File: config.mk
export PLATFORM = sky130hd
export DESIGN_NAME = mem_port_arbiter
export DESIGN_NICKNAME = d
export VERILOG_FILES = /design/src/rtl/mem_port_arbiter.sv
export SDC_FILE = /design/constraint.sdc
export NUM_CORES = 1
export LEC_CHECK = 0
export CORE_ASPECT_RATIO = 0.6
export CORE_UTILIZATION = 41
export CTS_CLUSTER_DIAMETER = 40
export DETAILED_ROUTE_END_ITERATION = 10
export GPL_ROUTABILITY_DRIVEN = 0
export GPL_TIMING_DRIVEN = 0
export MAX_ROUTING_LAYER = met4
export PLACE_DENSITY = 0.87
export SLEW_MARGIN = 5
export SYNTH_ARGS = -nofsm -noshare
export SYNTH_HDL_FRONTEND = slang
export SYNTH_SLANG_ARGS = --single-unit
File: constraint.sdc
create_clock -name clk -period 2.2 [get_ports clk]
set_clock_uncertainty 0.15 [all_clocks]
set_input_delay 0.33 -clock clk [delete_from_list [all_inputs] [get_ports clk]]
set_output_delay 0.33 -clock clk [all_outputs]
set_load 0.02 [all_outputs]
File: src/rtl/mem_port_arbiter.sv
// Single-port memory arbiter shared by instruction fetch and the load/store path.
// One transaction is in flight at a time; data has priority, fetch is protected
// from starvation, and fetch responses invalidated by a flush are dropped.
module mem_port_arbiter #(
    parameter int XLEN       = 32,
    parameter int STARVE_MAX = 4
) (
    input  logic            clk,
    input  logic            reset,
    input  logic            flush_v_i,
    input  logic            if_req_i,
    input  logic [XLEN-1:0] if_adr_i,
    output logic            if_gnt_o,
    output logic            if_rvalid_o,
    output logic [31:0]     if_rdata_o,
    input  logic            d_req_i,
    input  logic [XLEN-1:0] d_adr_i,
    input  logic            d_we_i,
    input  logic [XLEN-1:0] d_wdata_i,
    input  logic [2:0]      d_size_i,
    output logic            d_gnt_o,
    output logic            d_rvalid_o,
    output logic [XLEN-1:0] d_rdata_o,
    output logic            mem_req_o,
    output logic [XLEN-1:0] mem_adr_o,
    output logic            mem_we_o,
    output logic [XLEN-1:0] mem_wdata_o,
    output logic [2:0]      mem_size_o,
    input  logic            mem_gnt_i,
    input  logic            mem_rvalid_i,
    input  logic [XLEN-1:0] mem_rdata_i
);

    typedef enum logic [1:0] {IDLE, REQ, RSP} state_t;

    localparam logic [3:0] STARVE_LIM = 4'(STARVE_MAX);

    state_t          state, state_nxt;
    logic [3:0]      starve_cnt;
    logic            kill;
    logic            owner_fetch;   // 1 = fetch owns the transaction, 0 = data
    logic            fetch_eff;
    logic            both_req;
    logic            fetch_win;
    logic            data_win;
    logic [XLEN-1:0] adr_hold;
    logic [XLEN-1:0] wdata_hold;
    logic            we_hold;
    logic [2:0]      size_hold;
    logic            rsp_done;

    // Counter increment that never passes the starvation limit.
    function automatic logic [3:0] sat_inc(input logic [3:0] cnt);
        return (cnt >= STARVE_LIM) ? STARVE_LIM : cnt + 4'd1;
    endfunction

    // State register.
    always_ff @(posedge clk) begin
        if (reset) state <= IDLE;
        else       state <= state_nxt;
    end

    // Arbitration, next state and memory-side handshake outputs.
    always_comb begin
        state_nxt   = state;
        fetch_eff   = if_req_i & ~flush_v_i;
        both_req    = fetch_eff & d_req_i;
        fetch_win   = 1'b0;
        data_win    = 1'b0;
        rsp_done    = 1'b0;
        mem_req_o   = 1'b0;
        mem_adr_o   = '0;
        mem_we_o    = 1'b0;
        mem_wdata_o = '0;
        mem_size_o  = 3'b000;
        case (state)
            IDLE: begin
                if (both_req) begin
                    if (starve_cnt == STARVE_LIM) fetch_win = 1'b1;
                    else                          data_win  = 1'b1;
                end else if (d_req_i) begin
                    data_win = 1'b1;
                end else if (fetch_eff) begin
                    fetch_win = 1'b1;
                end
                if (fetch_win || data_win) state_nxt = REQ;
            end
            REQ: begin
                mem_req_o   = 1'b1;
                mem_adr_o   = adr_hold;
                mem_we_o    = we_hold;
                mem_wdata_o = wdata_hold;
                mem_size_o  = size_hold;
                if (mem_gnt_i) state_nxt = RSP;
            end
            RSP: begin
                if (mem_rvalid_i) begin
                    rsp_done  = 1'b1;
                    state_nxt = IDLE;
                end
            end
            default: state_nxt = IDLE;
        endcase
        if_gnt_o = fetch_win;
        d_gnt_o  = data_win;
    end

    // Control state: starvation counter, owner, kill flag and response strobes.
    always_ff @(posedge clk) begin
        if (reset) begin
            starve_cnt  <= 4'd0;
            kill        <= 1'b0;
            owner_fetch <= 1'b0;
            if_rvalid_o <= 1'b0;
            d_rvalid_o  <= 1'b0;
        end else begin
            if_rvalid_o <= 1'b0;
            d_rvalid_o  <= 1'b0;
            if (fetch_win) begin
                starve_cnt  <= 4'd0;
                owner_fetch <= 1'b1;
                kill        <= 1'b0;
            end else if (data_win) begin
                owner_fetch <= 1'b0;
                kill        <= 1'b0;
                if (both_req) starve_cnt <= sat_inc(starve_cnt);
            end
            if ((state == REQ || state == RSP) && owner_fetch && flush_v_i)
                kill <= 1'b1;
            if (rsp_done) begin
                if (!owner_fetch) d_rvalid_o  <= 1'b1;
                else if (!kill)   if_rvalid_o <= 1'b1;
            end
        end
    end

    // Request fields captured at grant so the requester is free to move on.
    always_ff @(posedge clk) begin
        if (fetch_win) begin
            adr_hold   <= if_adr_i;
            we_hold    <= 1'b0;
            wdata_hold <= '0;
            size_hold  <= 3'b010;
        end else if (data_win) begin
            adr_hold   <= d_adr_i;
            we_hold    <= d_we_i;
            wdata_hold <= d_wdata_i;
            size_hold  <= d_size_i;
        end
    end

    // Response data registers; they keep the last delivered value between strobes.
    always_ff @(posedge clk) begin
        if (reset) begin
            if_rdata_o <= '0;
            d_rdata_o  <= '0;
        end else if (rsp_done) begin
            if (!owner_fetch)  d_rdata_o  <= mem_rdata_i;
            else if (!kill)    if_rdata_o <= mem_rdata_i[31:0];
        end
    end

endmodule

After elaboration in Yosys (flattened, before gate mapping)
Cells that the tools add are included.

storage, ports and cells
  register bits after elaboration = 142
  input port bits = 139

operators by class
  add/sub/neg operators = 1
  magnitude comparators = 1
  eq/ne operators = 6
  multiplexer cells = 31
  bitwise operators = 6
  reduce and logical (&&, ||, !) cells = 14

operators with widths
  cell                                                 count
  2-to-1 mux 32 bit                                    4
  2-to-1 mux 1 bit                                     21
  2-to-1 mux 2 bit                                     3
  != test 2 bit, second input constant                 3
  case mux 2 bit (3 select lines)                      1
  AND reduction 3 bit                                  2
  adder 4 x 1 -> 4 bit, second input constant          1
  == test 4 x 3 -> 1 bit, second input constant        1
  >= comparator 4 x 3 -> 1 bit, second input constant  1
  2-to-1 mux 4 bit                                     1
  NOT 1 bit                                            4
  AND reduction 2 bit                                  2
  OR reduction 2 bit                                   2
  2-to-1 mux 3 bit                                     1
  nonzero test 3 bit                                   1
  OR reduction 3 bit                                   1
  bitwise AND 1 bit                                    2
  == test 2 x 1 -> 1 bit, second input constant        1
  == test 2 bit, second input constant                 1
  logical AND 1 bit                                    2
  zero test 2 bit                                      1
  logical OR 1 bit                                     2
  nonzero test 2 bit                                   1

Longest topological paths before layout
Gate-level depths: netlist (run 1).

  depth after elaboration = 9
  gate-level depth with buffers = 8
  depth with buffers taken out = 6

Worst setup path after synthesis (run 1)
No wires, ideal clock.

  kind = input-to-reg
  start point = input port if_req_i
  end point = register adr_hold[0] (enable)
  library setup time = 388 ps
  arrival time = 1496 ps
  path slack = 166 ps
  stages on the path = 3
  cell sequence = nor2b_1 > o21ai_2 > inv_1

between the ends
  word-level cells in the longest chain between the ends = 7

ends and longest elaborated chain
  item                              RTL line  text
  from (decl)                       11        input logic if_req_i,
  bitwise AND 1 bit (*)             66        fetch_eff = if_req_i & ~flush_v_i;
  2-to-1 mux 1 bit                  83        end else if (fetch_eff) begin
  2-to-1 mux 1 bit                  81        end else if (d_req_i) begin
  2-to-1 mux 1 bit                  78        if (both_req) begin
  2-to-1 mux 1 bit (2 in a row)     76        case (state)
  nonzero test 2 bit (no line) (*)  n/a
  to (signal assigned)              140       adr_hold <= if_adr_i;
  to (signal assigned)              145       adr_hold <= d_adr_i;
  to (decl)                         46        logic [XLEN-1:0] adr_hold;

Every way passes the cells marked *; elsewhere a longest branch is shown, timed or not. The select of a mux whose other input is x is not followed.
A chain may end at the register's enable or synchronous reset.

Worst setup path in the final report (run 1)
  start point = register state[1]
  end point = output port mem_size_o[2]

between the ends
  word-level cells in the longest chain between the ends = 2

ends and longest elaborated chain
  item                    RTL line  text
  from (decl)             38        state_t state, state_nxt;
  from (signal assigned)  60        else state <= state_nxt;
  == test 2 x 1 -> 1 bit  76
  2-to-1 mux 3 bit        76
  to (decl)               28        output logic [2:0] mem_size_o,

Every way passes these cells.

==> flow_metrics.py, run 1 <==
metrics = {
    "power_and_ir_drop": {
        "p_seq_share_pct": 40.2,
        "p_per_area_mw_per_mm2": 830,
        "pwr-share-clk_pct": 36.1,
        "p_int_mw": 5.53,
        "leakage_nw": 3.73,
        "swShare_pct": 29.1,
        "pwr-share-comb_pct": 23.7,
        "ir_drop_mv": 0.558,
        "p_total_mw": 7.80,
        "net-switching-power_mw": 2.27,
    },
    "global_routing": {
        "grt_max_degree": 18,
        "first_global_vias": 5094,
        "grt_pass1_wl_um": 26900,
        "grtUsageTotal_pct": 25.3,
        "antenna_found_initial": 0,
        "grt_overflow": 0,
    },
    "synth": {
        "ys_warn_count": 0,
        "synth_area_per_cell_um2": 10.2,
        "ys_seq_area_share_pct": 55.0,
        "ys_seq_elements": 142,
        "syn_nets": 709,
        "synth_area_mm2": 0.00575,
        "synth_cell_type_count": 36,
        "syn_inst": 564,
    },
    "routing": {
        "dr.pass1.iters": 6,
        "wirelength_um": 17600,
        "drt_iter0_drc": 240,
        "via_per_inst": 4.84,
        "wl_per_cell_um": 16.3,
        "antenna_left": 0,
        "drcViolationCount": 0,
        "routed-via-count": 5228,
    },
    "placement": {
        "port_buffers": 275,
        "placed_area_mm2": 0.00874,
        "dp_hpwl_um": 12900,
        "dp.cells": 1031,
        "place_ws_ns": -0.877,
    },
    "worst_setup_path": {
        "critPathLaunchType": "flop",
        "endpoint_kind": "primary output",
        "worstPathMaxFanout": 10,
        "crit_type": "flop to primary output",
        "arrival_ns": 1.66,
        "required_ns": 1.72,
    },
    "final_layout": {
        "stdcell_count": 1080,
        "final_cell_mix": "204 x clkdlybuf4s50_1, 131 x nand2_1, 106 x dfxtp_1",
        "register_area_mm2": 0.00317,
        "layout-drive-gt1-share_pct": 20.4,
        "antenna_cells": 0,
        "fillers": 1068,
        "syn_to_final_growth_pct": 63.6,
        "final_util_pct": 68.8,
        "multiInputGateArea_mm2": 0.00240,
        "fin_area_mm2": 0.00941,
        "layout.nets": 1020,
        "final_common_cell": "clkdlybuf4s50_1",
    },
    "timing": {
        "finalHoldViolations": 0,
        "fmax_mhz": 467,
        "slew_viol_final": 0,
        "layout_min_cycle_time_ns": 2.14,
        "rsz0062_at_grt": "yes",
        "period_share_pct": 97.3,
        "relSlewSlack_pct": 54.0,
        "setup-violations-final": 0,
        "tightestPinTransition_ns": 0.690,
        "setup_ws_ns": 0.0585,
    },
    "clocking": {
        "cts_tree": "done",
        "clk_pin_slew_ns": 0.06,
        "clock_sinks": 142,
        "cts-htree-levels": 4,
        "cts_buffers": 17,
        "insertion_delay_ns": 0.41,
        "cts.path.max_buffers": 2,
        "cts_hold_buf": 0,
        "clockRootBuffer": "clkbuf_16",
    },
    "die": {
        "die_w_um": 155,
        "row_count": 33,
        "num_io_pins": 276,
        "initial_core_util_pct": 42.1,
        "core_mm2": 0.0137,
        "dieArea_mm2": 0.0145,
        "dieHeight_um": 93.7,
    },
    "outcome": {
        "status": "completed",
    },
    "flow_run": {
        "maxCapViolCount": 0,
    },
    "hold_path": {
        "hold_path.class": "flop to flop",
    },
}
[per-layer routing]
metal	GRT usage (%)	part of all wire, %
met5	-	0
met2	41.4	48
met3	7.47	7.7
met4	6.19	0.55
met1	30.7	43
[repair_timing]
| item | in CTS | in global routing |
|---|---|---|
| gates resized for setup | 234 | 39 |
| buffers inserted | 12 | 5 |
| pin swaps | 2 | 3 |
| hold endpoints to repair | 0 | 0 |
| endpoints found under the setup margin | 126 | 76 |
| gates cloned | 1 | 0 |
[worst paths after layout]
| kind | startpoint | endpoint | slack (ns) | depth (start not counted) |
|---|---|---|---|---|
| setup / recovery | state[1]$_SDFFE_PP0P_ | mem_size_o[2] | 0.06 | 5 |
| hold / removal | d_rdata_o[0]$_SDFFE_PP0P_ | d_rdata_o[0]$_SDFFE_PP0P_ | 0.30 | 2 |
| setup reg to reg | state[0]$_SDFFE_PP0P_ | adr_hold[16]$_DFFE_PP_ | 0.09 | 7 |
| hold reg to reg | d_rdata_o[0]$_SDFFE_PP0P_ | d_rdata_o[0]$_SDFFE_PP0P_ | 0.30 | 2 |
[cell usage after synthesis, drive strengths merged]
| cell | n | area (um2) |
|---|---|---|
| nand3 | 3 | 15.0 |
| and2 | 68 | 425 |
| clkbuf | 24 | 90.1 |
| nand2 | 131 | 492 |
| mux2 | 32 | 465 |
| a211oi | 1 | 7.51 |
| and3b | 3 | 30.0 |
| nor4 | 1 | 12.5 |
| and4b | 1 | 10.0 |
| o21ai | 3 | 30.0 |
| a21oi | 68 | 352 |
| nand4b | 2 | 17.5 |
| nor2b | 1 | 6.26 |
| o221ai | 2 | 17.5 |
| edfxtp | 32 | 961 |
| a22o | 35 | 307 |
| dfxtp | 110 | 2200 |
| nand2b | 5 | 31.3 |
| nor3b | 2 | 15.0 |
| o211a | 1 | 10.0 |
| inv | 10 | 40.0 |
| a2bb2oi | 1 | 8.76 |
| nor3 | 1 | 5.00 |
| buf | 15 | 90.1 |
| nand3b | 2 | 15.0 |
| nor2 | 3 | 11.3 |
| mux2i | 1 | 10.0 |
| ha | 6 | 75.1 |
[cell type report]
| class | count | share of cell area (%) |
|---|---|---|
| Sequential cell | 142 | 33.7 |
| Timing Repair Buffer | 292 | 28.9 |
| Multi-Input combinational cell | 373 | 25.5 |
| Clock buffer | 19 | 4.93 |
| Buffer | 38 | 2.61 |
| Tap cell | 192 | 2.55 |
| Clock inverter | 13 | 1.24 |
| Inverter | 10 | 0.492 |
| Timing Repair inverter | 1 | 0.0798 |
[power groups by stage]
stage	combinational, mW	sequential [mW]	clock [mW]
2_1_floorplan	0.915	3.18	0
3_3_place_gp	1.77	3.18	0
3_5_place_dp	1.80	3.19	0
4_1_cts	1.85	3.14	2.88
5_1_grt	1.98	3.17	2.99
6_report	1.85	3.14	2.82
[logic make-up after synthesis]
family / after synthesis / share of synthesized area [%]
compound gates: 111 / 12.7
buf+inv: 49 / 3.83
simple gates: 223 / 18.9
flops: 142 / 55.0
mux: 33 / 8.27
fa+ha+maj: 6 / 1.31
[state kept, by name, summed over array words and instances (netlist names)]
| signal | count |
|---|---|
| adr_hold | 32 |
| d_rdata_o | 32 |
| d_rvalid_o | 1 |
| if_rdata_o | 32 |
| if_rvalid_o | 1 |
| kill | 1 |
| owner_fetch | 1 |
| size_hold | 3 |
| starve_cnt | 4 |
| state | 2 |
| wdata_hold | 32 |
| we_hold | 1 |
[worst max-delay path, cell delays in order, from the launching register on]
cell           delay (ns)
dfxtp_2              0.34
inv_4                0.08
ha_4                 0.20
clkbuf_16            0.17
and2_1               0.11
dlygate4sd2_1        0.34
[per-stage QoR]
| step | TNS [ns] | hold WS [ns] |
|---|---|---|
| floorplan | 0 | 0.284 |
| global placement | -57.80 | 0.291 |
| detailed placement | -63.01 | 0.296 |
| CTS | -0.0991 | 0.304 |
| global route | -0.101 | 0.324 |
| finish | 0 | 0.305 |
Power figures use the tool's default switching activity.
==> run 2, diff against run 1 <==
Settings changed: CORE_UTILIZATION 41 to 37, PLACE_DENSITY 0.87 to 0.83.
Clock period 2.2 ns to 1.7 ns, I/O delays scaled along.
==> run 2 against run 1 <==
  * The flow now finishes with violations (setup timing)
  * Setup slack got worse by 0.43 ns
  * Hold slack got worse by 0.052 ns
  * Register-to-register slack got worse by 0.46 ns
  * Via count rose by 3.6%
  * Flip-flop and latch count did not move
  * Count of clock-buffer cells in the layout fell by 1
  * Utilization rose by 1.8 points
  * Final area rose by 12%
  * First-iteration DRC count rose by 6.7%
  * Clock power rose by 29%
  * Largest cell class is now buffers
  * Highest routed layer unchanged
==> flow_metrics.py, run 2 (synthesized netlist as in run 1, its figures left out) <==
metrics = {
    "outcome": {
        "status": "complete, but fails checks",
        "violations": "setup timing",
    },
    "timing": {
        "layout_min_cycle_time_ns": 2.07,
        "period_share_pct": 122,
        "slew_viol_final": 0,
        "hold_ws_ns": 0.253,
        "setup_ws_ns": -0.374,
        "relSlewSlack_pct": 65.6,
        "tightestPinTransition_ns": 0.516,
        "setup-violations-final": 141,
        "finalHoldViolations": 0,
        "rsz0062_at_grt": "yes",
        "fmax_mhz": 482,
    },
    "routing": {
        "wl_per_cell_um": 17.6,
        "dr.pass1.iters": 6,
        "antenna_left": 0,
        "via_per_inst": 4.85,
        "drcViolationCount": 0,
        "wirelength_um": 19700,
        "routed-via-count": 5418,
        "drt_iter0_drc": 256,
    },
    "final_layout": {
        "layout.nets": 1052,
        "fin_area_mm2": 0.0105,
        "final_common_cell": "clkdlybuf4s50_1",
        "syn_to_final_growth_pct": 82.4,
        "layout-drive-gt1-share_pct": 33.7,
        "stdcell_count": 1118,
        "final_cell_mix": "138 x clkdlybuf4s50_1, 131 x nand2_1, 106 x dfxtp_1",
        "antenna_cells": 0,
    },
    "global_routing": {
        "first_global_vias": 5520,
        "grt_max_degree": 18,
        "grt_pass1_wl_um": 29000,
        "grt_overflow": 0,
        "grtUsageTotal_pct": 24.3,
        "antenna_found_initial": 0,
    },
    "die": {
        "dieHeight_um": 98.6,
        "initial_core_util_pct": 38.7,
        "core_mm2": 0.0148,
        "die_w_um": 163,
        "num_io_pins": 276,
        "dieArea_mm2": 0.0161,
        "row_count": 34,
    },
    "worst_setup_path": {
        "rrSetupSlack_ns": -0.37,
        "critPathLaunchType": "flop",
        "crit_type": "flop to primary output",
        "endpoint_kind": "primary output",
        "required_ns": 1.29,
        "startpoint": "state[0]$_SDFFE_PP0P_",
        "rr_worst_depth": 9,
        "arrival_ns": 1.67,
        "r2r-end": "adr_hold[22]$_DFFE_PP_",
        "worstPathMaxFanout": 4,
        "worst_r2r_startpoint": "state[0]$_SDFFE_PP0P_",
    },
    "clocking": {
        "clk_pin_slew_ns": 0.07,
        "cts_tree": "done",
        "clockRootBuffer": "clkbuf_16",
        "insertion_delay_ns": 0.41,
        "cts-htree-levels": 4,
        "cts.path.max_buffers": 2,
        "cts_hold_buf": 0,
        "clock_sinks": 142,
        "cts_buffers": 17,
    },
    "flow_run": {
        "maxCapViolCount": 0,
    },
    "power_and_ir_drop": {
        "pwr-share-clk_pct": 32.4,
        "net-switching-power_mw": 3.26,
        "swShare_pct": 29.1,
        "leakage_nw": 4.62,
        "p_seq_share_pct": 36.7,
        "p_per_area_mw_per_mm2": 1070,
        "ir_drop_mv": 0.585,
        "p_int_mw": 7.94,
        "pwr-share-comb_pct": 30.9,
    },
    "hold_path": {
        "holdPathEnd": "size_hold[1]$_SDFFE_PP1P_",
        "hold_path.class": "primary input to flop",
        "hold_depth": 3,
        "min_from": "d_size_i[1]",
    },
    "placement": {
        "port_buffers": 275,
        "place_ws_ns": -1.18,
        "dp.cells": 1037,
        "dp_hpwl_um": 12900,
        "placed_area_mm2": 0.00881,
    },
}
## run 2: metal layers
metal	track usage (%)	wire length [um]	vias up	share of wire, %
met4	6.11	231	0	1.2
met1	30.0	8720	2592	44
li1	-	-	2605	-
met3	7.49	1380	16	7.0
met2	38.6	9380	205	48
met5	-	0	-	0
## run 2: per-stage QoR
| step | utilization [%] | power (mW) | setup TNS [ns] |
|---|---|---|---|
| 2_1_floorplan | - | 5.34 | -8.94 |
| 3_3_place_gp | 59.3 | 6.46 | -135.74 |
| 3_5_place_dp | 59.3 | 6.51 | -138.75 |
| 4_1_cts | 66.4 | 10.6 | -32.73 |
| 5_1_grt | 70.7 | 11.7 | -37.37 |
| 6_report | 70.7 | 11.2 | -29.94 |
## run 2: repair_timing
action / 4_1_cts / 5_1_grt
setup buffers: 21 / 21
endpoints found under the setup margin: 293 / 227
pin swaps: 16 / 58
gates resized for setup: 556 / 143
cloned: 5 / 9
## run 2: power groups by stage
stage / combinational (mW) / sequential [mW] / clock [mW]
floorplan: 1.22 / 4.12 / 0
global placement: 2.35 / 4.12 / 0
detailed placement: 2.37 / 4.13 / 0
CTS: 2.82 / 4.07 / 3.71
global route: 3.65 / 4.15 / 3.88
finish: 3.46 / 4.11 / 3.63
## run 2: area by class of cell
class,instances,area (um2)
timing repair buffer,326,3430
fill,1161,4360
buffer,36,404
clock inverter,14,119
timing repair inverter,1,7.51
multi-input combinational,373,2610
clock buffer,18,450
inverter,10,51.3
sequential,142,3170
tap,198,248
## run 2: critical path: stages (launching register included)
cell and delay, ns:
dfxtp_4 0.38, inv_4 0.05, ha_4 0.16, and3b_1 0.19, buf_6 0.12, o21ai_4 0.08, buf_12 0.14, inv_6 0.03
buf_6 0.12
## run 2: worst max path at each step
stage	endpoint	slack, ns	cells past startpoint
floorplan	adr_hold[10]$_DFFE_PP_	-0.18	6
global placement	adr_hold[30]$_DFFE_PP_	-1.15	4
detailed placement	adr_hold[30]$_DFFE_PP_	-1.18	4
CTS	mem_wdata_o[9]	-0.42	6
global route	if_gnt_o	-0.44	8
finish	if_gnt_o	-0.37	8
